File: config.mk
export PLATFORM = sky130hd
export DESIGN_NAME = hazard_tracker
export DESIGN_NICKNAME = d
export VERILOG_FILES = /design/src/rtl/hazard_pkg.sv /design/src/rtl/hazard_entry.sv /design/src/rtl/hazard_tracker.sv
export SDC_FILE = /design/constraint.sdc
export NUM_CORES = 1
export LEC_CHECK = 0
export ABC_CLOCK_PERIOD_IN_PS = 3300
export CAP_MARGIN = 20
export CORE_ASPECT_RATIO = 1.4
export CORE_MARGIN = 2
export CORE_UTILIZATION = 35
export CTS_CLUSTER_DIAMETER = 200
export DETAILED_ROUTE_END_ITERATION = 12
export GPL_ROUTABILITY_DRIVEN = 1
export GPL_TIMING_DRIVEN = 0
export PLACE_DENSITY = 0.67
export SYNTH_ARGS = -nofsm -noshare
export SYNTH_HDL_FRONTEND = slang
export SYNTH_SLANG_ARGS = --single-unit
File: constraint.sdc
create_clock -name clk -period 3.3 [get_ports clk]
set_input_delay 0.99 -clock clk [delete_from_list [all_inputs] [get_ports clk]]
set_output_delay 0.99 -clock clk [all_outputs]
set_load 0.02 [all_outputs]
File: src/rtl/hazard_pkg.sv
// rtl/hazard_pkg.sv - shared entry type and sizing helper for the register-write hazard tracker
package hazard_pkg;

    localparam int ADDR_W_DEF = 5;
    // Entries hold addresses at the widest supported width; narrower ports are zero-extended.
    localparam int ADDR_W_MAX = 16;

    typedef struct packed {
        logic [ADDR_W_MAX-1:0] addr;
        logic                  valid;
        logic                  is_load;
    } hz_entry_t;

    function automatic int sel_width(input int depth);
        return $clog2(depth + 1);
    endfunction

endpackage

File: src/rtl/hazard_entry.sv
// rtl/hazard_entry.sv - one tracked pipeline stage register with hold and clear
module hazard_entry
    import hazard_pkg::*;
(
    input  logic      clk,
    input  logic      rst_n,
    input  logic      en,
    input  logic      flush,
    input  hz_entry_t d,
    output hz_entry_t q
);

    always_ff @(posedge clk or negedge rst_n) begin
        if (!rst_n) begin
            q <= '0;
        end else if (en) begin
            if (flush) begin
                q <= '0;
            end else begin
                q <= d;
            end
        end
    end

endmodule

File: src/rtl/hazard_tracker.sv
// rtl/hazard_tracker.sv - destination-register tracker producing hits, forwarding select and load-use stall
module hazard_tracker
    import hazard_pkg::*;
#(
    parameter  int ADDR_W      = ADDR_W_DEF,
    parameter  int DEPTH       = 2,
    parameter  int NPORTS      = 2,
    parameter  int LOAD_STAGES = 1,
    localparam int SEL_W       = sel_width(DEPTH)
) (
    input  logic                      clk,
    input  logic                      rst_n,
    input  logic                      en,
    input  logic                      stalled,
    input  logic                      flush,
    input  logic [NPORTS*ADDR_W-1:0]  req_r,
    input  logic [ADDR_W-1:0]         req_w,
    input  logic                      req_w_load,
    output logic [NPORTS*DEPTH-1:0]   hit,
    output logic [NPORTS*SEL_W-1:0]   fwd_sel,
    output logic                      load_use
);

    hz_entry_t stage_d [DEPTH];
    hz_entry_t stage_q [DEPTH];

    // A stalled decode launches a bubble; a write to r0 is never a producer.
    always_comb begin
        stage_d[0] = '0;
        if (!stalled) begin
            stage_d[0].addr    = ADDR_W_MAX'(req_w);
            stage_d[0].valid   = (req_w != '0);
            stage_d[0].is_load = req_w_load && (req_w != '0);
        end
        for (int s = 1; s < DEPTH; s++) begin
            stage_d[s] = stage_q[s-1];
        end
    end

    for (genvar g = 0; g < DEPTH; g++) begin : g_stage
        hazard_entry u_entry (
            .clk   (clk),
            .rst_n (rst_n),
            .en    (en),
            .flush (flush),
            .d     (stage_d[g]),
            .q     (stage_q[g])
        );
    end

    logic [ADDR_W_MAX-1:0] rd_addr;
    logic                  found;

    // Stage 0 is the youngest producer, so the first match scanning upward wins.
    always_comb begin
        hit      = '0;
        fwd_sel  = '0;
        load_use = 1'b0;
        rd_addr  = '0;
        found    = 1'b0;
        for (int p = 0; p < NPORTS; p++) begin
            rd_addr = ADDR_W_MAX'(req_r[p*ADDR_W +: ADDR_W]);
            found   = 1'b0;
            for (int s = 0; s < DEPTH; s++) begin
                if (stage_q[s].valid && (stage_q[s].addr == rd_addr)) begin
                    hit[p*DEPTH + s] = 1'b1;
                    if (!found) begin
                        fwd_sel[p*SEL_W +: SEL_W] = SEL_W'(s + 1);
                        found = 1'b1;
                    end
                    if ((s < LOAD_STAGES) && stage_q[s].is_load) begin
                        load_use = 1'b1;
                    end
                end
            end
        end
    end

endmodule
==> flow_metrics.tcl, run 1 <==
set metrics [dict create \
    met1_length_um 779 \
    dieArea_um2 2790 \
    num_io_pins 30 \
    path_max_fanout 3 \
    hold_violations 0 \
    synth_mux_area_share_pct 0 \
    grt_overflow 0 \
    regMostFlops "g_stage.u_entry.q" \
    drive_above_1_share_pct 16.4 \
    yosysTopAreaCellShare_pct 39.0 \
    nets 150 \
    path_cells "clkdlybuf4s50_1 -> xnor2_1 -> nand4_1 -> o32ai_1 -> buf_2" \
    antenna_found_initial 0 \
    track_usage_pct 14.8 \
    synthSimpleGateAreaFrac_pct 18.3 \
    path_class "input port to output pin" \
    numCtsBuffers 3 \
    synth_top_area_cell "dfrtp_1" \
    cts_sinks 13 \
    min_path_type "register to register" \
    grt_max_degree 14 \
    synthAdderAreaFrac_pct 0 \
    drt_iter0_drc 13 \
    ys_types 22 \
    peakVddDrop_mv 0.189 \
    wirelength_um 1810 \
    clockBufferDepth 2 \
    synth_compound_area_share_pct 12.5 \
    routed.top_layer "met4" \
    place_ws_ps -610 \
    yosysWarnings 0 \
    setup_slack_ps 59.9 \
    cp.required_ps 2310 \
    first_pass_iters 4 \
    die_h_um 61.7 \
    finalPower_uw 352 \
    met2_length_um 906 \
    syn_nets 115 \
    clock.fmax_ghz 0.309 \
    clk_latency_ps 270 \
    seqPwrFrac_pct 50.6 \
    routabilityCongestion 0.779 \
    arrival_ps 2250 \
    maxCapViolCount 0 \
    switchingPower_uw 94.2 \
    antenna_cells 0 \
    cts_tree "yes" \
    postSynthAreaPerCell_um2 8.86 \
    synthesis.instances 94 \
    dp.final_hpwl_um 1480 \
    hold_ws_ps 584 \
    switching_share_pct 26.8 \
    synth_seq_cells 13 \
    path_clk_slew_ps 70 \
    yosysSeqAreaShare_pct 39.0 \
    met3_length_um 86 \
    slew_headroom_pct 61.8 \
    rsz0062_at_grt "true" \
    coreArea_um2 2230 \
    placed_area_um2 1150 \
    slowest_stage "clkdlybuf4s50_1" \
    syn_area_um2 833 \
    grt_pass1_vias 702 \
    p_clk_share_pct 27.0 \
    leakage_nw 0.543 \
    cts_max_level 1 \
    largest_reg_flops 13 \
    die_x_um 45.2 \
    p_comb_share_pct 22.3 \
    grt_pass1_wl_um 2970 \
    synth_area_leaders "dfrtp_1, xnor2_1, xor2_1, o21ai_0, inv_1" \
    p_per_area_nw_per_um2 303 \
    synthXorXnorAreaFrac_pct 21.0 \
    largestRegisters "g_stage.u_entry.q x13" \
    layout_min_cycle_time_ps 3240 \
    synth_top_family_by_area "XOR/XNOR gates" \
    tightest_slew_ps 571 \
    drcViolationCount 0 \
    std_cell_rows 20 \
    syn_to_final_growth_pct 39.3 \
    routedWlPerCell_um 12.0 \
    critPathLaunchType "input port" \
    final_design_area_no_fill_um2 1160 \
    p_int_uw 258 \
    status "completed" \
    initial_core_util_pct 37.4 \
    drtAntennaViolNets 0 \
    min_period_over_period_pct 98.2 \
    via_per_inst 4.89 \
    slew_violations 0 \
    fin_worst_skew_ps 0.386 \
    clockRootBuffer "clkbuf_4" \
    setup_viol 0 \
    vias 733 \
    cp_slowest_stage_delay_ps 520 \
    holdBufCountCts 0 \
    portBuffers 29 \
    end_kind "output pin" \
]
-- cells in the final DEF (no fill, tap or decap), types with 3 or more instances in the layout --
cell | Yosys | layout
buf_2 | 1 | 6
buf_4 | 2 | 5
clkbuf_4 | 0 | 3
clkdlybuf4s50_1 | 0 | 14
dfrtp_1 | 13 | 13
dlygate4sd2_1 | 0 | 3
dlymetal6s2s_1 | 0 | 3
inv_1 | 14 | 14
nand2_1 | 7 | 7
nand3b_1 | 6 | 6
nor2_1 | 4 | 4
o21ai_0 | 11 | 11
xnor2_1 | 10 | 10
xor2_1 | 10 | 10
-- path summary, 6_finish.rpt --
check	from	endpoint	slack, ps	cells past startpoint
setup / recovery	req_r[2]	load_use	60	5
max in group asynchronous	rst_n	g_stage[0].u_entry.q[2]	1850	1
min in group asynchronous	rst_n	g_stage[1].u_entry.q[3]	1080	1
hold reg to reg	g_stage[0].u_entry.q[0]	g_stage[0].u_entry.q[0]	580	2
hold / removal	g_stage[0].u_entry.q[0]	g_stage[0].u_entry.q[0]	580	2
setup reg to reg	g_stage[0].u_entry.q[5]	g_stage[1].u_entry.q[5]	2560	2
-- layer usage --
layer | vias up | GRT usage, %
li1 | 371 | -
met1 | 332 | 16.1
met2 | 26 | 27.6
met3 | 4 | 1.73
met4 | 0 | 7.56
met5 | - | 0
-- logic make-up (layout without fill, tap and decap cells) --
logic type | Yosys count | after routing
AND/OR/NAND/NOR | 26 | 26
XOR/XNOR | 20 | 20
buffers and inverters | 18 | 52
AO/OA/AOI/OAI | 17 | 17
flip-flops | 13 | 13
-- area by class of cell --
type | instances | area (um2)
fillers | 233 | 1070
repair buffers | 30 | 262
multi-input cells | 63 | 444
flip-flops and latches | 13 | 325
well taps | 22 | 27.5
inverters | 14 | 52.6
clock buffers | 4 | 26.3
plain buffers | 4 | 23.8
-- power by group through the flow --
stage / clock network, mW / registers (mW) / logic, mW
after floorplan: 0 / 0.179 / 0.0379
after global placement: 0 / 0.181 / 0.0773
after detailed placement: 0 / 0.181 / 0.0785
after CTS: 0.0980 / 0.178 / 0.0801
after global routing: 0.101 / 0.180 / 0.0860
final: 0.0951 / 0.178 / 0.0785
-- through the flow --
step / setup TNS, ps / util [%] / std cells
2_1_floorplan: 0 / - / 94
3_3_place_gp: -3840 / 51.7 / 145
3_5_place_dp: -4090 / 51.7 / 145
4_1_cts: 0 / 52.2 / 150
5_1_grt: -57.8 / 52.1 / 150
6_report: 0 / 52.1 / 150
-- timing repair --
item | 4_1_cts | 5_1_grt
resized for setup | 40 | 5
setup buffers | 1 | 0
setup endpoints to repair | 9 | 7
pin swaps | 9 | 2
-- critical path, delay by kind of cell --
family,cells,cell delay (ps)
AND/OR/NAND/NOR,1,160
buffers and inverters,2,730
XOR/XNOR,1,130
AO/OA/AOI/OAI,1,240
-- cell usage after synthesis --
master and count:
and2_1 2, dfrtp_1 13, o32ai_1 1, o21ai_1 1
xnor2_1 10, inv_1 14, nand3b_1 6, buf_4 2
nor4_1 2, xor2_1 10, or4_4 1, buf_2 1
o211a_1 2, nand4_1 2, buf_1 1, nor3b_2 1
nand2_1 7, o21ai_2 1, o22ai_1 1, nor2_1 4
nand3_1 1, o21ai_0 11
Note: power is estimated with default switching activity, not from simulation.
==> run 2, diff against run 1 <==
--- a/config.mk
+++ b/config.mk
@@ -5,7 +5,7 @@
 export SDC_FILE = /design/constraint.sdc
 export NUM_CORES = 1
 export LEC_CHECK = 0
-export ABC_CLOCK_PERIOD_IN_PS = 3300
+export ABC_CLOCK_PERIOD_IN_PS = 3200
 export CAP_MARGIN = 20
 export CORE_ASPECT_RATIO = 1.4
 export CORE_MARGIN = 2
==> constraint.sdc (replaced) <==
create_clock -name clk -period 3.2 [get_ports clk]
set_input_delay 0.96 -clock clk [delete_from_list [all_inputs] [get_ports clk]]
set_output_delay 0.96 -clock clk [all_outputs]
set_load 0.02 [all_outputs]
==> flow_metrics.tcl, run 2 (synthesized netlist as in run 1, its figures left out) <==
set metrics [dict create \
    status "completed" \
    path_class "input port to output pin" \
    first_pass_iters 2 \
    met1_length_um 768 \
    met2_length_um 905 \
    initial_core_util_pct 37.4 \
    slew_violations 0 \
    antenna_cells 0 \
    path_clk_slew_ps 70 \
    layout_common_cells "inv_1, dfrtp_1, o21ai_0, dlygate4sd2_1" \
    num_io_pins 30 \
    wirelength_um 1790 \
    clock.fmax_ghz 0.327 \
    portBuffers 29 \
    regMostFlops "g_stage.u_entry.q" \
    routabilityCongestion 0.779 \
    dp.final_hpwl_um 1480 \
    r2r_start "g_stage[0].u_entry.q[5]" \
    vias 732 \
    antenna_found_initial 0 \
    syn_to_final_growth_pct 41.4 \
    maxCapViolCount 0 \
    p_comb_share_pct 22.0 \
    coreArea_um2 2230 \
    grt_max_degree 14 \
    via_per_inst 4.88 \
    drcViolationCount 0 \
    die_x_um 45.2 \
    clockRootBuffer "clkbuf_4" \
    holdBufCountCts 0 \
    drive_above_1_share_pct 16.4 \
    layout_min_cycle_time_ps 3060 \
    drt_iter0_drc 16 \
    slowest_stage "dlygate4sd2_1" \
    crit_start "req_r[4]" \
    slew_headroom_pct 61.4 \
    seqPwrFrac_pct 50.6 \
    hold_violations 0 \
    clockBufferDepth 2 \
    grt_overflow 0 \
    p_per_area_nw_per_um2 308 \
    tightest_slew_ps 578 \
    fin_worst_skew_ps 0.257 \
    tns_ps 0 \
    largest_reg_flops 13 \
    nets 150 \
    peakVddDrop_mv 0.196 \
    cp_top_family "buffers and inverters" \
    track_usage_pct 14.7 \
    finalPower_uw 363 \
    end_kind "output pin" \
    cts_sinks 13 \
    switching_share_pct 27.3 \
    min_path_type "register to register" \
    layout_commonest_cell "inv_1" \
    dieArea_um2 2790 \
    path_cells "dlygate4sd2_1 -> xnor2_1 -> nand4_1 -> nor2_2 -> buf_4 -> clkdlybuf4s15_2" \
    largestRegisters "g_stage.u_entry.q x13" \
    cp.required_ps 2240 \
    die_h_um 61.7 \
    met3_length_um 81 \
    clk_latency_ps 270 \
    grt_pass1_wl_um 2950 \
    routedWlPerCell_um 11.9 \
    switchingPower_uw 99.2 \
    arrival_ps 2100 \
    leakage_nw 0.536 \
    numCtsBuffers 3 \
    worstHoldStart "g_stage[1].u_entry.q[1]" \
    rsz0062_at_grt "false" \
    p_clk_share_pct 27.4 \
    drtAntennaViolNets 0 \
    grt_pass1_vias 704 \
    p_int_uw 264 \
    min_period_over_period_pct 95.6 \
    cp_slowest_stage_delay_ps 260 \
    std_cell_rows 20 \
    routed.top_layer "met4" \
    setup_viol 0 \
    cts_tree "yes" \
    cts_max_level 1 \
    path_max_fanout 3 \
    worstPathBufferInverterCount 3 \
    critPathLaunchType "input port" \
]
## run 2: stage by stage
step / std cells / setup WS, ps / util [%] / instance area, um2 / hold slack [ps]
after detailed placement: 145 / -650 / 51.7 / 1150 / 565
after CTS: 150 / 42.1 / 52.4 / 1170 / 580
final: 150 / 142 / 52.9 / 1180 / 585
after floorplan: 94 / 388 / - / 833 / 516
after global placement: 145 / -593 / 51.7 / 1150 / 543
after global routing: 150 / 42.3 / 52.9 / 1180 / 631
## run 2: power by group through the flow
stage               logic, mW  registers (mW)  clock network, mW
floorplan              0.0391           0.184                  0
global placement       0.0797           0.187                  0
detailed placement     0.0810           0.187                  0
CTS                    0.0800           0.184              0.101
global route           0.0876           0.186              0.105
finish                 0.0798           0.184             0.0994
## run 2: what timing repair did
item                                    CTS  global route
endpoints found under the setup margin    9             3
cloned                                    0             0
setup buffers                             1             0
resized for setup                        42             3
hold endpoints to repair                  0             0
pin swaps                                 8             0
## run 2: layer usage
| layer | vias to the layer above | GRT usage, % |
|---|---|---|
| met5 | - | 0 |
| li1 | 373 | - |
| met2 | 26 | 27.8 |
| met4 | 0 | 7.56 |
| met1 | 329 | 15.7 |
| met3 | 4 | 1.73 |
## run 2: final cells by class
class                           instances  area [um2]
Buffer                                  4        23.8
Clock buffer                            4        26.3
Fill cell                             242        1050
Inverter                               14        52.6
Multi-Input combinational cell         63         454
Sequential cell                        13         325
Tap cell                               22        27.5
Timing Repair Buffer                   30         269
## run 2: path summary, 6_finish.rpt
check | to | slack [ps] | cells past startpoint
setup / recovery | hit[0] | 140 | 6
hold / removal | g_stage[1].u_entry.q[1] | 580 | 2
setup reg to reg | g_stage[1].u_entry.q[5] | 2460 | 2
hold reg to reg | g_stage[1].u_entry.q[1] | 580 | 2
max in group asynchronous | g_stage[0].u_entry.q[1] | 1770 | 1
min in group asynchronous | g_stage[1].u_entry.q[3] | 1050 | 1
## run 2: tightest hold or removal path, stage by stage (launching register included)
cell and delay, ps:
dfrtp_1 320, inv_1 60, o21ai_0 160
==> run 3, diff against run 2 <==
==> constraint.sdc (replaced) <==
create_clock -name clk -period 3.2 [get_ports clk]
set_input_delay 0.64 -clock clk [delete_from_list [all_inputs] [get_ports clk]]
set_output_delay 0.64 -clock clk [all_outputs]
set_load 0.02 [all_outputs]
==> flow_metrics.tcl, run 3 (synthesized netlist as in run 1, its figures left out) <==
set metrics [dict create \
    setup_slack_ps 115 \
    path_clk_slew_ps 70 \
    cp.required_ps 2560 \
    initial_core_util_pct 37.4 \
    rrSetupSlack_ps 2460 \
    grt_pass1_vias 711 \
    fin_worst_skew_ps 0.384 \
    status "completed" \
    grt_overflow 0 \
    layout_common_cells "clkdlybuf4s50_1, inv_1, dfrtp_1, o21ai_0" \
    first_pass_iters 4 \
    p_int_uw 267 \
    min_path_cells 2 \
    dieArea_um2 2790 \
    path_cells "clkdlybuf4s50_1 -> xor2_1 -> nor4_1 -> o211a_1 -> clkdlybuf4s50_1" \
    die_x_um 45.2 \
    p_clk_share_pct 27.1 \
    cts_setup_buffers 0 \
    arrival_ps 2440 \
    grt_pass1_wl_um 2900 \
    switching_share_pct 26.6 \
    track_usage_pct 14.5 \
    maxCapViolCount 0 \
    tns_ps 0 \
    drtAntennaViolNets 0 \
    numCtsBuffers 3 \
    clock.fmax_ghz 0.324 \
    cts_tree "yes" \
    drt_iter0_drc 18 \
    die_h_um 61.7 \
    grt_max_degree 14 \
    std_cell_rows 20 \
    slew_headroom_pct 61.9 \
    crit_path_frequent_cell "clkdlybuf4s50_1" \
    slowest_stage "clkdlybuf4s50_1" \
    min_path_type "register to register" \
    rr_worst_depth 2 \
    vias 734 \
    layout_commonest_cell "clkdlybuf4s50_1" \
    drive_above_1_share_pct 7.87 \
    layout_min_cycle_time_ps 3080 \
    clockRootBuffer "clkbuf_4" \
    critPathLaunchType "input port" \
    routabilityCongestion 0.779 \
    worstPathBufferInverterCount 2 \
    tightest_slew_ps 570 \
    nets 149 \
    hold_violations 0 \
    largest_reg_flops 13 \
    antenna_cells 0 \
    cp_slowest_stage_delay_ps 600 \
    coreArea_um2 2230 \
    switchingPower_uw 96.6 \
    leakage_nw 0.489 \
    cp_top_family "buffers and inverters" \
    slew_violations 0 \
    seqPwrFrac_pct 50.5 \
    portBuffers 29 \
    end_kind "output pin" \
    cts_max_level 1 \
    largestRegisters "g_stage.u_entry.q x13" \
    num_io_pins 30 \
    min_period_over_period_pct 96.4 \
    wirelength_um 1770 \
    peakVddDrop_mv 0.196 \
    path_class "input port to output pin" \
    drcViolationCount 0 \
    antenna_found_initial 0 \
    p_comb_share_pct 22.4 \
    rsz0062_at_grt "false" \
    clockBufferDepth 2 \
    regMostFlops "g_stage.u_entry.q" \
    routedWlPerCell_um 11.9 \
    cp.depth 5 \
    nFillCells 228 \
    clk_latency_ps 270 \
    path_max_fanout 2 \
    cts_sinks 13 \
    setup_viol 0 \
    dp.final_hpwl_um 1480 \
    place_ws_ps -9.79 \
    syn_to_final_growth_pct 42.0 \
    p_per_area_nw_per_um2 307 \
    via_per_inst 4.93 \
]
-- run 3: cell count changes in the layout (fill, tap and decap cells not counted), moves of 2 or more --
cell / before / now
dlygate4sd2_1: 11 / 0
buf_2: 4 / 1
buf_4: 5 / 2
clkdlybuf4s50_1: 10 / 29
clkdlybuf4s15_2: 2 / 0
-- run 3: repair_timing --
action | in CTS | in global routing
hold buffers | 0 | 0
gates resized for setup | 1 | 0
endpoints found under the setup margin | 1 | 0
-- run 3: area by class of cell --
| cell class | count | area (um2) | share of cell area (%) |
|---|---|---|---|
| multi-input cells | 63 | 438 | 37.0 |
| flip-flops and latches | 13 | 325 | 27.5 |
| repair buffers | 29 | 290 | 24.5 |
| inverters | 14 | 52.6 | 4.44 |
| well taps | 22 | 27.5 | 2.33 |
| clock buffers | 4 | 26.3 | 2.22 |
| plain buffers | 4 | 23.8 | 2.01 |
-- run 3: path summary, 6_finish.rpt --
kind / start / endpoint
setup / recovery: req_r[7] / fwd_sel[3]
hold / removal: g_stage[0].u_entry.q[0] / g_stage[0].u_entry.q[0]
setup reg to reg: g_stage[0].u_entry.q[5] / g_stage[1].u_entry.q[5]
hold reg to reg: g_stage[0].u_entry.q[0] / g_stage[0].u_entry.q[0]
max in group asynchronous: rst_n / g_stage[0].u_entry.q[2]
min in group asynchronous: rst_n / g_stage[1].u_entry.q[3]
-- run 3: power groups by stage --
stage | Clock, mW | Sequential (mW) | Combinational (mW)
after detailed placement | 0 | 0.187 | 0.0810
after CTS | 0.101 | 0.184 | 0.0826
after floorplan | 0 | 0.184 | 0.0391
final | 0.0986 | 0.184 | 0.0816
after global placement | 0 | 0.187 | 0.0797
after global routing | 0.105 | 0.185 | 0.0891
-- run 3: worst min-delay path, delay by kind of cell (launching register included) --
family	cells	cell delay, ps
AO/OA/AOI/OAI	1	90
buffers and inverters	1	80
flip-flops	1	380
-- run 3: metrics by stage --
stage / total power, mW / cells / hold WS [ps] / utilization [%] / area, um2
5_1_grt: 0.379 / 149 / 631 / 53.1 / 1180
2_1_floorplan: 0.224 / 94 / 344 / - / 833
6_report: 0.364 / 149 / 583 / 53.1 / 1180
4_1_cts: 0.367 / 149 / 580 / 53.1 / 1180
3_5_place_dp: 0.268 / 145 / 565 / 51.7 / 1150
3_3_place_gp: 0.266 / 145 / 543 / 51.7 / 1150
-- run 3: metal layers --
metal  GRT usage [%]  routed length, um  up-vias
li1                -                  -      371
met1            15.0                757      329
met2            26.9                876       28
met3            2.02                 89        6
met4            8.82                 46        0
met5               0                  0        -
